$ cat config.mk
export PLATFORM = sky130hd
export DESIGN_NAME = grid_loader
export DESIGN_NICKNAME = d
export VERILOG_FILES = /design/src/rtl/grid_pkg.sv /design/src/rtl/grid_char_classify.sv /design/src/rtl/grid_loader.sv
export SDC_FILE = /design/constraint.sdc
export NUM_CORES = 1
export LEC_CHECK = 0
export ABC_CLOCK_PERIOD_IN_PS = 6500
export BUFFER_PORTS_ARGS = -buffer_cell sky130_fd_sc_hd__buf_2
export CAP_MARGIN = 20
export CORE_MARGIN = 2
export CORE_UTILIZATION = 45
export CTS_BUF_LIST = sky130_fd_sc_hd__clkbuf_16
export CTS_CLUSTER_SIZE = 14
export DETAILED_ROUTE_END_ITERATION = 7
export PLACE_DENSITY = 0.65
export RECOVER_POWER = 100
export SLEW_MARGIN = 5
export SYNTH_ARGS = -nofsm -noshare
export SYNTH_HDL_FRONTEND = slang
export SYNTH_HIERARCHICAL = 1
export SYNTH_SLANG_ARGS = --single-unit
$ cat constraint.sdc
create_clock -name clk -period 6.5 [get_ports clk]
set_input_delay 0.65 -clock clk [delete_from_list [all_inputs] [get_ports clk]]
set_output_delay 0.65 -clock clk [all_outputs]
set_load 0.01 [all_outputs]
$ cat src/rtl/grid_pkg.sv
// Shared definitions for the paper-grid loader: character codes, FSM state
// encodings and the character classes produced by the byte classifier.
package grid_pkg;

  localparam logic [7:0] CH_PAPER = 8'h40;
  localparam logic [7:0] CH_EMPTY = 8'h2E;
  localparam logic [7:0] CH_NL    = 8'h0A;
  localparam logic [7:0] CH_CR    = 8'h0D;
  localparam logic [7:0] CH_EOT   = 8'h04;

  typedef logic [1:0] state_t;
  localparam state_t LOAD  = 2'd0;
  localparam state_t DRAIN = 2'd1;
  localparam state_t DONE  = 2'd2;

  typedef enum logic [2:0] {
    PAPER,
    EMPTY,
    NL,
    CR,
    EOT,
    ILLEGAL
  } char_class_t;

endpackage

$ cat src/rtl/grid_char_classify.sv
// Maps one incoming ASCII byte onto the loader's character class.
module grid_char_classify
  import grid_pkg::*;
(
  input  logic [7:0]  in_data,
  output char_class_t cls
);

  always_comb begin
    // NOTE: the default arm assigns cls on every path; leaving a code
    // unassigned would infer a latch instead of pure logic.
    case (in_data)
      CH_PAPER: cls = PAPER;
      CH_EMPTY: cls = EMPTY;
      CH_NL:    cls = NL;
      CH_CR:    cls = CR;
      CH_EOT:   cls = EOT;
      default:  cls = ILLEGAL;
    endcase
  end

endmodule

$ cat src/rtl/grid_loader.sv
// Assembles a packed occupancy grid from a puzzle byte stream and hands the
// finished grid, its dimensions, paper count and error flag to the consumer.
module grid_loader
  import grid_pkg::*;
#(
  parameter int WIDTH = 16,
  parameter int DEPTH = 16
) (
  input  logic                               clk,
  input  logic                               rst_n,
  input  logic                               in_valid,
  input  logic [7:0]                         in_data,
  output logic                               in_ready,
  output logic [WIDTH*DEPTH-1:0]             grid_out,
  output logic                               grid_valid,
  input  logic                               grid_ready,
  output logic [$clog2(DEPTH+1)-1:0]         rows,
  output logic [$clog2(WIDTH+1)-1:0]         cols,
  output logic [$clog2(WIDTH*DEPTH+1)-1:0]   paper_count,
  output logic                               error
);

  localparam int ROW_W = $clog2(DEPTH + 1);
  localparam int COL_W = $clog2(WIDTH + 1);
  localparam int CNT_W = $clog2(WIDTH * DEPTH + 1);
  localparam int IDX_W = $clog2(WIDTH * DEPTH);

  state_t             state_q;
  logic               live_q;
  logic [COL_W-1:0]   col_q;
  logic               dirty_q;   // current line holds a non-CR byte
  char_class_t        cls;
  logic               accept;
  logic               first_row;
  logic               len_bad;
  logic               last_row;
  logic               col_full;
  logic [IDX_W-1:0]   cell_idx;

  grid_char_classify u_classify (
    .in_data (in_data),
    .cls     (cls)
  );

  // in_ready stays low while in reset and until the first clock after release.
  assign in_ready   = live_q && (state_q != DONE);
  assign grid_valid = (state_q == DONE);
  assign accept     = in_valid && in_ready;

  assign first_row  = (rows == '0);
  assign len_bad    = !first_row && (col_q != cols);
  assign last_row   = (rows == ROW_W'(DEPTH - 1));
  assign col_full   = (col_q == COL_W'(WIDTH));
  assign cell_idx   = IDX_W'(int'(rows) * WIDTH + int'(col_q));

  // NOTE: every register here uses <= so all updates take effect together at
  // the clock edge, independent of statement order within the block.
  always_ff @(posedge clk or negedge rst_n) begin
    if (!rst_n) begin
      state_q     <= LOAD;
      live_q      <= 1'b0;
      col_q       <= '0;
      dirty_q     <= 1'b0;
      // NOTE: the grid is a flop array rather than RAM, and it must read as
      // zero beyond the loaded area, so it is reset and cleared explicitly.
      grid_out    <= '0;
      rows        <= '0;
      cols        <= '0;
      paper_count <= '0;
      error       <= 1'b0;
    end else begin
      live_q <= 1'b1;
      case (state_q)
        LOAD: if (accept) begin
          case (cls)
            PAPER, EMPTY: begin
              dirty_q <= 1'b1;
              if (col_full) begin
                error   <= 1'b1;
                state_q <= DRAIN;
              end else begin
                grid_out[cell_idx] <= (cls == PAPER);
                col_q              <= col_q + COL_W'(1);
                if (cls == PAPER) paper_count <= paper_count + CNT_W'(1);
              end
            end
            NL: begin
              dirty_q <= 1'b0;
              col_q   <= '0;
              if (col_q == '0) begin
                state_q <= DONE;
              end else if (len_bad) begin
                error   <= 1'b1;
                state_q <= DRAIN;
              end else begin
                rows <= rows + ROW_W'(1);
                if (first_row) cols <= col_q;
                if (last_row) state_q <= DONE;
              end
            end
            EOT: begin
              dirty_q <= 1'b0;
              col_q   <= '0;
              state_q <= DONE;
              if (col_q != '0) begin
                if (len_bad) begin
                  error <= 1'b1;
                end else begin
                  rows <= rows + ROW_W'(1);
                  if (first_row) cols <= col_q;
                end
              end
            end
            CR: begin
            end
            default: begin
              dirty_q <= 1'b1;
              error   <= 1'b1;
              state_q <= DRAIN;
            end
          endcase
        end

        // Swallow the rest of a malformed grid up to its terminator.
        DRAIN: if (accept) begin
          case (cls)
            NL: begin
              dirty_q <= 1'b0;
              if (!dirty_q) state_q <= DONE;
            end
            EOT: begin
              dirty_q <= 1'b0;
              state_q <= DONE;
            end
            CR: begin
            end
            default: dirty_q <= 1'b1;
          endcase
        end

        DONE: if (grid_ready) begin
          state_q     <= LOAD;
          col_q       <= '0;
          dirty_q     <= 1'b0;
          grid_out    <= '0;
          rows        <= '0;
          cols        <= '0;
          paper_count <= '0;
          error       <= 1'b0;
        end

        default: state_q <= LOAD;
      endcase
    end
  end

endmodule

* Yosys cells after proc, flatten, opt, wreduce, memory -nomap -nowiden
Index checks and enable logic that the tools add are counted.
Word-level totals: bits in read-only memories 0, latch bits 0, memories 0, output and inout bits 278, bits in registers 285, logic and storage cells 125, bits in writable memories 0
Cells by class: eq/ne operators 33, reduce and logical (&&, ||, !) cells 22, $mul 0, add/subtract/negate cells 4, $lt $le $gt $ge 2, shift-type cells 0, multiplexer cells 55, divide/modulo/power cells 0, bitwise logic cells 0
Operators with widths (number):
- $mux W256 | 4
- $pmux W256 S2 | 1
- $bwmux W256 | 1
- $mux W5 | 12
- $pmux W5 S2 | 6
- $mux W9 | 5
- $ne A3 B3 Y1 const B | 6
- $pmux W9 S2 | 1
- $eq A8 B4 Y1 const B | 2
- $mux W2 | 8
- $pmux W3 S5 | 1
- $ne A2 B2 Y1 const B | 7
- $reduce_and A6 Y1 | 2
- $add A5 B1 Y5 const B | 2
- $logic_not A5 Y1 | 2
- $reduce_and A5 Y1 | 2
- $add A9 B1 Y9 const B | 1
- $lt A8 B9 Y1 const B | 1
- $add A8 B5 Y8 | 1
- $demux W1 S8 | 1
- $eq A8 B3 Y1 const B | 1
- $eq A8 B6 Y1 const B | 1
- $eq A8 B7 Y1 const B | 1
- $ge A8 B1 Y1 const B | 1
- 27 further kinds | 46

* Longest topological paths before layout
word-level depth 10, depth in mapped cells 11, mapped depth without buffers 8

* By module
Netlist, hierarchy kept.
By module, submodules not included:
- grid_loader | times used 1, area each 12678.4 um^2, cells each 1318, sequential area each 7131.8 um^2
- grid_char_classify | times used 1, area each 117.6 um^2, cells each 15, sequential area each 0.0 um^2

* Least setup slack after synthesis
Ideal clock, no wire load.
kind in2reg, start point input in_data[4], end point register grid_out[191], arrival time 2.780 ns, setup slack 3.577 ns, data required time 6.358 ns, buffers on the path 3, stages 11, setup time 0.142 ns, cell sequence or4b_4 > nor4b_1 > nor3_1 > buf_4 > or2_1 > buf_2 > clkbuf_1 > nor4_1 > o21ai_1 > o21ai_1 > o21ai_1
Between the ends: cells in the longest elaborated chain, start to end 8, elaborated cells between the ends (all ways) 16
Ends and longest elaborated chain:
- from (decl) | RTL line grid_loader.sv:12 | input logic [7:0] in_data,
- $eq A8 B3 Y1 (tied with other cells) | RTL line grid_char_classify.sv:12 | case (in_data)
- $pmux W3 S5 * | RTL line grid_char_classify.sv:12
- via cls[2] | RTL line grid_loader.sv:32 | char_class_t cls;
- $logic_not A3 Y1 | RTL line grid_loader.sv:75, grid_loader.sv:82
- $bwmux W256 | RTL line grid_loader.sv:82 | grid_out[cell_idx] <= (cls == PAPER);
- $mux W256 | RTL line grid_loader.sv:78 | if (col_full) begin
- $mux W256 | RTL line grid_loader.sv:75 | case (cls)
- $mux W256 | RTL line grid_loader.sv:74 | LOAD: if (accept) begin
- $pmux W256 S2 | RTL line grid_loader.sv:73 | case (state_q)
- to (signal, indexed assignment) | RTL line grid_loader.sv:82
- to (decl) | RTL line grid_loader.sv:14 | output logic [WIDTH*DEPTH-1:0] grid_out,
The timed path passes the listed nets; every way through them passes the cells marked *. The select of a mux whose other input is x is not followed. A chain may end at the register's enable or synchronous reset.

* Worst setup path in the final report
start point register col_q[4], end point register grid_out[136]
Between the ends: cells in the longest elaborated chain, start to end 10, elaborated cells between the ends (all ways) 14
Ends and longest elaborated chain:
- from (decl) | RTL line grid_loader.sv:30 | logic [COL_W-1:0] col_q;
- from (signal assigned) | RTL line grid_loader.sv:83 | col_q <= col_q + COL_W'(1);
- $add A8 B5 Y8 | RTL line grid_loader.sv:54 | assign cell_idx = IDX_W'(int'(rows) * WIDTH + int'(col_q));
- $lt A8 B9 Y1 (not written as such) / $ge A8 B1 Y1 (equally long branches) | RTL line grid_loader.sv:82
- $logic_and A1 B1 Y1 (not written as such) | RTL line grid_loader.sv:82
- $mux W1 (not written as such) | RTL line grid_loader.sv:82
- $demux W1 S8 | RTL line grid_loader.sv:82
- $bwmux W256 | RTL line grid_loader.sv:82
- $mux W256 | RTL line grid_loader.sv:78
- $mux W256 | RTL line grid_loader.sv:75
- $mux W256 | RTL line grid_loader.sv:74
- $pmux W256 S2 | RTL line grid_loader.sv:73
Parallel ways exist; a longest one is shown, timed or not. The select of a mux whose other input is x is not followed.

==> impl_summary.txt <==
----------------------------------------------------
[Outcome]
  Status ... complete, but fails checks
  Violated checks ... max-capacitance violations, max-slew violations

[Placed design]
  Number of buffers added on ports ... 289
  Final HPWL from detailed placement ... 29,600 um
  Routability congestion estimate ... 0.894
  Post-placement cell area ... 14,400 sq um

[Timing]
  Final critical-path required period ... 4.88 ns
  Total count of hold-check failures in the final report ... 0
  Setup violation total in the final timing report ... 0
  Actual transition at the worst max-transition pin ... 2.58 ns
  Peak clock frequency supported by timing ... 0.205 GHz
  Max-slew headroom ... -0.729
  Setup repair after global routing missed its margin ... false
  Worst clock skew ... 0.00836 ns
  Final max-slew violation count ... 31
  Total negative slack for setup checks ... 0 ns
  Portion of the clock cycle consumed by the worst path in the final layout ... 0.751

[Finish]
  Post-route core utilization ... 0.538
  # nets final ... 1,585
  Layout Cell Area excl Fill ... 15,000 sq um
  Area growth from synthesis to layout ... 17.2%
  Total area of multi-input combinational cells ... 5150 sq um
  Fill cell instance count of the final layout ... 2,691
  Sequential cell area ... 7130 sq um
  Antenna cells ... 0
  Proportion of layout cells with a drive suffix above 1 ... 0.0536

[Synth]
  Main synth FF type ... sky130_fd_sc_hd__dfrtp_1
  Largest cells by area after synthesis ... sky130_fd_sc_hd__dfrtp_1, sky130_fd_sc_hd__o21ai_1, sky130_fd_sc_hd__nor4_1
  Ys async rst share ... 1.00
  Yosys synthesis warning count ... 6
  Seq/Total Area, Yosys ... 0.557
  Register bit total from synthesis ... 285
  Count of flip-flops with a built-in enable after synthesis ... 0
  Mapped Area ... 12,800 sq um
  Net count after synthesis ... 1,355
  Gate count after technology mapping ... 1,333
  Library cell with the largest summed area after synthesis ... sky130_fd_sc_hd__dfrtp_1
  Syn avg cell area ... 9.60 sq um
  Top cell type's share of synthesized area ... 0.557
  Number of different library cells in the post-synthesis netlist ... 64

[Routing]
  Via count of the routed design ... 12,033
  Number of nets still failing antenna checks after routing ... 0
  DRC Markers ... 0
  Sum of routed wire length over all layers ... 46,700 um
  Routed length per placed instance ... 23.7 um
  Number of DRC markers in iteration 0 ... 1,212
  Routed vias/inst ... 6.12
  1st-pass router iterations ... 6

[Power and ir drop]
  Power density normalized to cell area ... 284 nW/um^2
  Peak ir drop on the vdd network ... 216 uV
  Overall power consumption ... 4.27 mW
  Leakage component of the power ... 6.00 nW

[GRT]
  Largest net degree at the start of global routing ... 171
  Remaining Overflow, GRT ... 0
  Via count of the first global-routing pass ... 11,280
  First-pass GRT wire length ... 70,400 um
  Global-route usage over all layers ... 0.302
  Antenna violations before repair ... 0

[Critical path]
  Critical Setup Path Class ... flip-flop to flip-flop
  Crit path capture type ... flip-flop
  Worst Path Max Fanout ... 50
  Worst reg-to-reg path cell count ... 8
  Nature of the critical path startpoint ... flip-flop
  Critical path data arrival time ... 5.36 ns
  Required time of the critical path ... 6.98 ns

[Flow run]
  Max-cap violations ... 2

[Clocking]
  Number of sinks handled by clock tree synthesis ... 285
  Clock tree root driver cell ... sky130_fd_sc_hd__clkbuf_16
  CTS clock-pin slew for the worst setup and hold paths ... 0.06 ns
  Count of buffers added by post-CTS timing repair for setup ... 0
  CTS tree ... yes
  Hold buffers post-CTS ... 0
  Number of buffers between clock root and the deepest sink ... 3
  Skew-Pair Late Insertion Delay ... 0.55 ns
  CTS H-Tree Depth ... 1
  Quantity of gates resized following cts ... 0
  Clock buffers created by TritonCTS ... 30

[Die]
  DIE WIDTH ... 173 um
  Initial cell density of the core ... 0.459
  Number of rows created at floorplan ... 61
  Die H ... 173 um
  Count of boundary I/O pins ... 290
  Die area ... 29,800 sq um
  Floorplan Core Area ... 27,900 sq um

[Worst hold path]
  HP Class ... input port to asynchronous set/reset pin

----------------------------------------------------
## power breakdown
part	internal (mW)	total [mW]	switching, mW
logic	0.156	0.666	0.510
registers	1.81	1.88	0.0699
clock network	1.01	1.72	0.711
total	2.97	4.27	1.29
## area by class of cell
type,instances,share of cell area
Clock inverter,25,0.0136
Tap cell,378,0.0315
Sequential cell,285,0.475
Multi-Input combinational cell,933,0.344
Timing Repair Buffer,302,0.0813
Clock buffer,31,0.0517
Inverter,11,0.00275
## cells by family after synthesis
kind of cell	Yosys count	share of synthesized area
AOI/OAI and AO/OA	634	0.262
xor gates and xnor gates	15	0.0109
adders and majority gates	10	0.00978
buffers and inverters	115	0.0400
DFF	285	0.557
muxes	1	0.000880
other	1	0.000293
and+or+nand+nor	272	0.119
## path summary, 6_finish.rpt
kind                                      startpoint                        end  slack (ns)
max                             col_q[4]$_DFFE_PN0P_  grid_out[136]$_DFFE_PN0P_        1.62
min                                            rst_n   grid_out[30]$_DFFE_PN0P_        0.14
max reg2reg                     col_q[4]$_DFFE_PN0P_  grid_out[136]$_DFFE_PN0P_        1.62
min reg2reg                grid_out[242]$_DFFE_PN0P_  grid_out[242]$_DFFE_PN0P_        0.49
max in group asynchronous                      rst_n        rows[2]$_DFFE_PN0P_        4.93
min in group clk                          grid_ready        dirty_q$_DFFE_PN0P_        0.46
## layout by cell type (no fill, tap or decap), types with 5 or more instances in the layout
cell type	count
sky130_fd_sc_hd__nand3_1	17
sky130_fd_sc_hd__clkinv_1	9
sky130_fd_sc_hd__nand2_1	76
sky130_fd_sc_hd__a21oi_4	5
sky130_fd_sc_hd__buf_2	11
sky130_fd_sc_hd__xnor2_1	12
sky130_fd_sc_hd__buf_4	12
sky130_fd_sc_hd__and3_1	5
sky130_fd_sc_hd__nor3_1	9
sky130_fd_sc_hd__nand3b_1	12
sky130_fd_sc_hd__ha_1	10
sky130_fd_sc_hd__nor4_1	70
sky130_fd_sc_hd__a22o_1	6
sky130_fd_sc_hd__nor2_1	36
sky130_fd_sc_hd__a21oi_1	6
sky130_fd_sc_hd__nand2b_1	10
sky130_fd_sc_hd__clkbuf_16	31
sky130_fd_sc_hd__o21ai_1	296
sky130_fd_sc_hd__o21ai_0	289
sky130_fd_sc_hd__or3b_1	5
sky130_fd_sc_hd__dfrtp_1	285
sky130_fd_sc_hd__inv_1	19
sky130_fd_sc_hd__clkbuf_1	277
## sequential cells by signal, summed over array words and instances (netlist names)
register,count
live_q,1
error,1
state_q,2
col_q,5
grid_out,256
paper_count,9
rows,5
cols,5
dirty_q,1
## critical path: stages (launching register included)
cell and delay (ns):
sky130_fd_sc_hd__dfrtp_1 0.77, sky130_fd_sc_hd__ha_1 0.33, sky130_fd_sc_hd__ha_1 0.25, sky130_fd_sc_hd__or2_2 0.14, sky130_fd_sc_hd__o21ai_2 0.13, sky130_fd_sc_hd__a211oi_1 2.03, sky130_fd_sc_hd__buf_4 0.80, sky130_fd_sc_hd__o21ai_0 0.18
sky130_fd_sc_hd__o21ai_1 0.11
## stage by stage
stage	instances	hold slack [ns]	worst slack, ns
floorplan	1333	0.354	3.58
global placement	1909	0.473	2.74
detailed placement	1909	0.479	2.72
CTS	1965	0.198	2.94
global route	1965	0.236	1.40
finish	1965	0.142	1.62
## layer usage
layer	wire length, um	global-route usage
met5	0	0
met4	1620	0.103
met3	4160	0.0547
met2	21300	0.474
met1	19600	0.425
## synth_stat cells, types with 3 or more instances
| library cell | count |
|---|---|
| sky130_fd_sc_hd__nand3_1 | 17 |
| sky130_fd_sc_hd__o22ai_1 | 3 |
| sky130_fd_sc_hd__dfrtp_1 | 285 |
| sky130_fd_sc_hd__clkbuf_1 | 54 |
| sky130_fd_sc_hd__buf_2 | 27 |
| sky130_fd_sc_hd__o21ai_0 | 57 |
| sky130_fd_sc_hd__clkbuf_2 | 13 |
| sky130_fd_sc_hd__o21ai_1 | 528 |
| sky130_fd_sc_hd__a21oi_2 | 3 |
| sky130_fd_sc_hd__a21oi_1 | 9 |
| sky130_fd_sc_hd__nor2_2 | 4 |
| sky130_fd_sc_hd__ha_1 | 10 |
| sky130_fd_sc_hd__a211oi_4 | 3 |
| sky130_fd_sc_hd__nand3b_1 | 12 |
| sky130_fd_sc_hd__buf_1 | 4 |
| sky130_fd_sc_hd__a31oi_1 | 3 |
| sky130_fd_sc_hd__or2_2 | 3 |
| sky130_fd_sc_hd__nor2_1 | 33 |
| sky130_fd_sc_hd__nand4_1 | 3 |
| sky130_fd_sc_hd__nor3_1 | 8 |
| sky130_fd_sc_hd__and3_1 | 5 |
| sky130_fd_sc_hd__nand2_1 | 76 |
| sky130_fd_sc_hd__and2_1 | 3 |
| sky130_fd_sc_hd__inv_1 | 9 |
| sky130_fd_sc_hd__a21o_1 | 3 |
| sky130_fd_sc_hd__nor4b_1 | 4 |
| sky130_fd_sc_hd__xnor2_1 | 12 |
| sky130_fd_sc_hd__or3b_1 | 5 |
| sky130_fd_sc_hd__o31ai_1 | 3 |
| sky130_fd_sc_hd__buf_4 | 4 |
| sky130_fd_sc_hd__nor4_1 | 70 |
| sky130_fd_sc_hd__a22o_1 | 6 |
| sky130_fd_sc_hd__nand2b_1 | 10 |
| sky130_fd_sc_hd__nand4b_1 | 3 |
Power figures use the tool's default switching activity.
